## src/rtl/fastica_pkg.sv

```systemverilog
// fastica_pkg: shared state encoding, mode encoding and width helper for the FastICA sequencer
package fastica_pkg;

    typedef enum logic [3:0] {
        S_IDLE   = 4'd0,
        S_ORTH   = 4'd1,
        S_ORTH_W = 4'd2,
        S_NORM   = 4'd3,
        S_FAST   = 4'd4,
        S_FAST_W = 4'd5,
        S_ERR    = 4'd6,
        S_ERR_W  = 4'd7,
        S_MUL    = 4'd8,
        S_STORE  = 4'd9,
        S_NEXT   = 4'd10,
        S_DONE   = 4'd11,
        S_FAIL   = 4'd12
    } state_e;

    typedef enum logic {
        MODE_SYMM = 1'b0,
        MODE_DEFL = 1'b1
    } mode_e;

    // Bit width needed to index n items, never less than one bit
    function automatic int fa_width(input int n);
        return (n > 1) ? $clog2(n) : 1;
    endfunction

endpackage

```

## src/rtl/fastica_wait_timer.sv

```systemverilog
// fastica_wait_timer: busy-wait tracker with first-cycle mask and watchdog, shared by all wait states
module fastica_wait_timer
    import fastica_pkg::*;
#(
    parameter int  WDOG_CYCLES = 1024,
    localparam int WW          = fa_width(WDOG_CYCLES + 1)
) (
    input  logic clk_i,
    input  logic rst_ni,
    input  logic active_i,
    input  logic busy_i,
    output logic wait_done_o,
    output logic wait_tmo_o
);

    logic [WW-1:0] cnt_q, cnt_d;

    // cnt_q holds the number of wait cycles already completed, so zero marks the masked first cycle
    assign cnt_d       = active_i ? cnt_q + 1'b1 : '0;
    assign wait_done_o = active_i && (cnt_q != '0) && !busy_i;
    assign wait_tmo_o  = active_i && (cnt_q == WW'(WDOG_CYCLES - 1));

    // Count cycles in the current wait; leaving the wait clears it for the next entry
    always_ff @(posedge clk_i or negedge rst_ni) begin
        if (!rst_ni) cnt_q <= '0;
        else         cnt_q <= cnt_d;
    end

endmodule

```

## src/rtl/fastica_seq_ctrl.sv

```systemverilog
// fastica_seq_ctrl: top-level FastICA sequencer (orth/norm/fixed-point/error loop, then multiply/store)
module fastica_seq_ctrl
    import fastica_pkg::*;
#(
    parameter int  NUM_COMP       = 4,
    parameter int  WORDS_PER_COMP = 4,
    parameter int  MAX_ITER       = 64,
    parameter int  WDOG_CYCLES    = 1024,
    localparam int CW             = fa_width(NUM_COMP),
    localparam int IW             = fa_width(MAX_ITER),
    localparam int AW             = fa_width(NUM_COMP * WORDS_PER_COMP)
) (
    input  logic          clk_fastica,
    input  logic          go_fastica,
    input  logic          mode_defl,
    input  logic          symm_busy,
    input  logic          fast_busy,
    input  logic          error_busy,
    input  logic          converged,
    output logic          go_symm,
    output logic          go_fast,
    output logic          go_error,
    output logic          en_norm,
    output logic          en_mul1,
    output logic          en_mem1,
    output logic          rw,
    output logic [AW-1:0] mem_addr,
    output logic [CW-1:0] comp_idx,
    output logic [IW-1:0] iter_cnt,
    output logic          fastica_busy,
    output logic          fastica_done,
    output logic          fastica_fail
);

    state_e        state_q, state_d;
    mode_e         mode_q, mode_d;
    logic [CW-1:0] comp_q, comp_d;
    logic [IW-1:0] iter_q, iter_d;
    logic [AW-1:0] addr_q, addr_d;
    logic          in_wait, wait_busy, wait_done, wait_tmo;
    logic [AW-1:0] base_addr, last_addr;

    assign in_wait   = (state_q == S_ORTH_W) || (state_q == S_FAST_W) || (state_q == S_ERR_W);
    assign wait_busy = (state_q == S_ORTH_W) ? symm_busy :
                       (state_q == S_FAST_W) ? fast_busy : error_busy;
    assign base_addr = (mode_q == MODE_DEFL) ? AW'(int'(comp_q) * WORDS_PER_COMP) : '0;
    assign last_addr = (mode_q == MODE_DEFL) ? AW'(int'(comp_q) * WORDS_PER_COMP + WORDS_PER_COMP - 1)
                                             : AW'(NUM_COMP * WORDS_PER_COMP - 1);

    fastica_wait_timer #(
        .WDOG_CYCLES(WDOG_CYCLES)
    ) u_wait (
        .clk_i      (clk_fastica),
        .rst_ni     (go_fastica),
        .active_i   (in_wait),
        .busy_i     (wait_busy),
        .wait_done_o(wait_done),
        .wait_tmo_o (wait_tmo)
    );

    // State and counter registers; go_fastica low returns everything to idle at once
    always_ff @(posedge clk_fastica or negedge go_fastica) begin
        if (!go_fastica) begin
            state_q <= S_IDLE;
            mode_q  <= MODE_SYMM;
            comp_q  <= '0;
            iter_q  <= '0;
            addr_q  <= '0;
        end else begin
            state_q <= state_d;
            mode_q  <= mode_d;
            comp_q  <= comp_d;
            iter_q  <= iter_d;
            addr_q  <= addr_d;
        end
    end

    // Next-state sequencing; counters only move on the transitions that own them
    always_comb begin
        state_d = state_q;
        mode_d  = mode_q;
        comp_d  = comp_q;
        iter_d  = iter_q;
        addr_d  = addr_q;
        case (state_q)
            S_IDLE: begin
                mode_d  = mode_e'(mode_defl);
                state_d = S_ORTH;
            end
            S_ORTH:   state_d = S_ORTH_W;
            S_ORTH_W: state_d = wait_done ? S_NORM : (wait_tmo ? S_FAIL : S_ORTH_W);
            S_NORM:   state_d = S_FAST;
            S_FAST:   state_d = S_FAST_W;
            S_FAST_W: state_d = wait_done ? S_ERR : (wait_tmo ? S_FAIL : S_FAST_W);
            S_ERR:    state_d = S_ERR_W;
            S_ERR_W: begin
                if (wait_done) begin
                    if (converged) begin
                        state_d = S_MUL;
                    end else if (iter_q == IW'(MAX_ITER - 1)) begin
                        state_d = S_FAIL;
                    end else begin
                        iter_d  = iter_q + 1'b1;
                        state_d = S_ORTH;
                    end
                end else if (wait_tmo) begin
                    state_d = S_FAIL;
                end
            end
            S_MUL: begin
                addr_d  = base_addr;
                state_d = S_STORE;
            end
            S_STORE: begin
                if (addr_q == last_addr) state_d = S_NEXT;
                else                     addr_d  = addr_q + 1'b1;
            end
            S_NEXT: begin
                if (mode_q == MODE_DEFL && comp_q != CW'(NUM_COMP - 1)) begin
                    comp_d  = comp_q + 1'b1;
                    iter_d  = '0;
                    state_d = S_ORTH;
                end else begin
                    state_d = S_DONE;
                end
            end
            S_DONE:  state_d = S_DONE;
            S_FAIL:  state_d = S_FAIL;
            default: state_d = S_IDLE;
        endcase
    end

    assign go_symm      = (state_q == S_ORTH);
    assign en_norm      = (state_q == S_NORM);
    assign go_fast      = (state_q == S_FAST);
    assign go_error     = (state_q == S_ERR);
    assign en_mul1      = (state_q == S_MUL) || (state_q == S_STORE);
    assign en_mem1      = (state_q == S_STORE);
    assign rw           = (state_q == S_STORE);
    assign mem_addr     = addr_q;
    assign comp_idx     = comp_q;
    assign iter_cnt     = iter_q;
    assign fastica_busy = !((state_q == S_IDLE) || (state_q == S_DONE) || (state_q == S_FAIL));
    assign fastica_done = (state_q == S_DONE);
    assign fastica_fail = (state_q == S_FAIL);

endmodule

```

## config.mk

```make
export PLATFORM = sky130hd
export DESIGN_NAME = fastica_seq_ctrl
export DESIGN_NICKNAME = d
export VERILOG_FILES = /design/src/rtl/fastica_pkg.sv /design/src/rtl/fastica_wait_timer.sv /design/src/rtl/fastica_seq_ctrl.sv
export SDC_FILE = /design/constraint.sdc
export NUM_CORES = 1
export LEC_CHECK = 0
export CAP_MARGIN = 40
export CORE_MARGIN = 2
export CORE_UTILIZATION = 50
export DETAILED_ROUTE_END_ITERATION = 12
export PLACE_DENSITY = 0.75
export SETUP_SLACK_MARGIN = 0.15
export SLEW_MARGIN = 10
export SYNTH_ARGS = -nofsm -noshare
export SYNTH_HDL_FRONTEND = slang
export SYNTH_SLANG_ARGS = --single-unit
```

## constraint.sdc

```tcl
create_clock -name clk_fastica -period 3.97 [get_ports clk_fastica]
set_input_delay 0.397 -clock clk_fastica [delete_from_list [all_inputs] [get_ports clk_fastica]]
set_output_delay 0.397 -clock clk_fastica [all_outputs]
set_load 0.03 [all_outputs]
```

==> flow_summary.yaml <==
status:
  status: "complete, no violations"
sta:
  clock-skew-final_ns: 0.0135
  slew-limit-headroom: 0.591
  grt_setup_unrepaired: "no"
  max_freq_mhz: 340
  final_min_period_over_clock_period: 0.740
  post-route-min-period_ns: 2.94
  holdWs_ns: 0.432
  hold_viol: 0
  setup-tns-final_ns: 0
  tightestPinTransition_ns: 0.609
  setup_ws_ns: 1.03
  report.final.setup_viol: 0
  report.final.slew_viol_count: 0
placed_design:
  detailedPlacementHpwl_mm: 2.97
  place_congestion: 0.934
  place.port_buffers: 28
  dp_slack_ns: 1.34
  dp.cells: 280
route:
  wl_per_cell_um: 14.4
  route.antenna.remaining_nets: 0
  routed_via_density: 5.87
  total_drc_errors_in_the_routed_layout: 0
  drt_first_iter_violations: 116
  vias: 1667
  firstDrtPassIters: 4
  drt_wl_total_mm: 4.10
synthesis:
  synth_top_area_frac: 0.389
  ys_seq_elements: 28
  synth_nets: 226
  yosysSeqAreaShare: 0.389
  post_synth_most_frequent_cells: "sky130_fd_sc_hd__dfrtp_1 (28), sky130_fd_sc_hd__nor2_1 (25), sky130_fd_sc_hd__nand2_1 (18)"
  count_of_flip_flops_with_a_built_in_enable_after_synthesis: 0
  yosysUniqueCellTypes: 48
  synth.largest_area_cell: "sky130_fd_sc_hd__dfrtp_1"
  synthCells: 214
  synth.avg_cell_area_um2: 8.42
  synth-async-reset-ratio: 1.00
  yosysWarnings: 0
  synthMostInstantiatedCell: "sky130_fd_sc_hd__dfrtp_1"
  synth_area_leaders: "sky130_fd_sc_hd__dfrtp_1 (39%), sky130_fd_sc_hd__nor2_1 (5.2%), sky130_fd_sc_hd__o21ai_0 (3.9%)"
  synth-main-ff-cell: "sky130_fd_sc_hd__dfrtp_1"
  post_synth_instance_area_um2: 1800
layout:
  drive_above_1_share: 0.0462
  final_nets: 251
  area.growth.synth_to_final_pct: 18.9
  diodes: 0
  finish.cell_count_without_fillers: 284
clocking:
  cts_repair_resize_count: 0
  post-cts-setup-buffer-count: 0
  tritoncts.num_buffers: 3
  cts.htree.levels: 1
  root_driver: "sky130_fd_sc_hd__clkbuf_4"
  tritoncts_clock_tree: "done"
  cts_hold_repair.buffers: 0
  numClockSinks: 28
  max_clock_buf_depth: 2
  clock_insertion_delay_worst_skew_ns: 0.33
  path_clk_slew_ns: 0.16
critical_path:
  setup.worst_path.end_class: "output port"
  crit_path_start_kind: "flop"
  critical_path_required_ns: 3.57
  crit_type: "flop to output port"
  timing.critical_path.fanout_max: 17
  regToRegStartpoint: "state_q[2]"
  critical_path.startpoint: "state_q[3]"
  critical_path_arrival_ns: 2.54
floorplan:
  fp-row-count: 21
  top_level_ports: 29
  dieArea_um2: 4100
  placeableCoreArea_um2: 3390
  floorplan.die.height_um: 64.0
  initial_standard_cell_utilization_of_the_core: 0.532
  fp.dieW_um: 64.0
worst_hold_path:
  min-delay-path-class: "input port to async pin"
power:
  power_density_nw_per_um2: 688
  leakagePower_nw: 0.848
  ir_worst_vdd_mv: 0.385
grt:
  groute.usage.overall: 0.221
  global_route_wire_length_before_repair_mm: 7.31
  grt.overflow.total: 0
  maximum_number_of_pins_on_one_net_before_global_route_repair: 29
  grt_pass1_vias: 1559
  antenna_found_initial: 0
flow_run:
  drv.max_cap_violation_count: 0
==> cell type report <==
cell class	count	area (um2)
Sequential cell	28	701
Fill cell	293	1250
Timing Repair Buffer	30	295
Multi-Input combinational cell	167	1020
Clock buffer	4	36.3
Tap cell	46	57.6
Inverter	9	33.8
==> critical path: stages, from the launching register on <==
cell and delay [ns]:
sky130_fd_sc_hd__dfrtp_1 0.68, sky130_fd_sc_hd__nand2b_1 0.33, sky130_fd_sc_hd__or2_2 0.44, sky130_fd_sc_hd__inv_1 0.09, sky130_fd_sc_hd__clkdlybuf4s50_1 0.66
==> power by group <==
group / switching, W / internal (W)
combinational: 0.000455 / 0.000342
sequential: 0.000173 / 0.000365
clock: 0.0000831 / 0.0000561
total: 0.000712 / 0.000762
==> through the flow <==
step	power, W	utilization	instance area, um2
after CTS	0.00148	0.632	2140
final	0.00147	0.632	2140
after global placement	0.00133	0.619	2100
after global routing	0.00160	0.632	2140
after detailed placement	0.00134	0.621	2110
after floorplan	0.00106	-	1800
==> flip-flops by register name (all words and copies together) (netlist names) <==
signal        cells
mem_addr          4
comp_idx          2
mode_q            1
u_wait.cnt_q     11
iter_cnt          6
state_q           4
==> metal layers <==
layer | GRT usage | share of wire
met1 | 0.338 | 0.50
met2 | 0.324 | 0.44
met3 | 0.0299 | 0.049
met4 | 0.0598 | 0.0059
met5 | 0 | 0
==> cells by family after synthesis <==
logic type,after synthesis,synth area share
muxes,2,0.0118
adders and majority gates,5,0.0347
buffers and inverters,19,0.0458
DFF,28,0.389
AOI/OAI and AO/OA,51,0.190
xor gates and xnor gates,10,0.0486
and+or+nand+nor,99,0.281
==> path summary, 6_finish.rpt <==
check	endpoint	slack, ns	depth (start not counted)
setup / recovery	en_mem1	1.03	4
hold / removal	iter_cnt[4]	0.43	2
setup reg to reg	state_q[0]	1.43	5
hold reg to reg	u_wait.cnt_q[0]	0.52	1
max in group asynchronous	u_wait.cnt_q[10]	3.26	2
min in group clk_fastica	u_wait.cnt_q[0]	0.52	1
==> layout by cell type (no fill, tap or decap), drive strengths merged, types with 3 or more instances in the layout <==
cell / Yosys / routed
a21oi: 8 / 8
inv: 9 / 9
o21ai: 14 / 14
nand2b: 5 / 5
nor4: 4 / 4
xor2: 4 / 4
nor2b: 4 / 4
nor2: 25 / 25
a31oi: 6 / 6
nand3: 11 / 11
or4: 3 / 3
nor3: 12 / 12
dfrtp: 28 / 28
or2: 4 / 4
xnor2: 6 / 6
nand2: 18 / 18
and3: 3 / 3
ha: 5 / 5
clkdlybuf4s50: 0 / 28
clkbuf: 7 / 4
(Power assumes the default switching activity.)
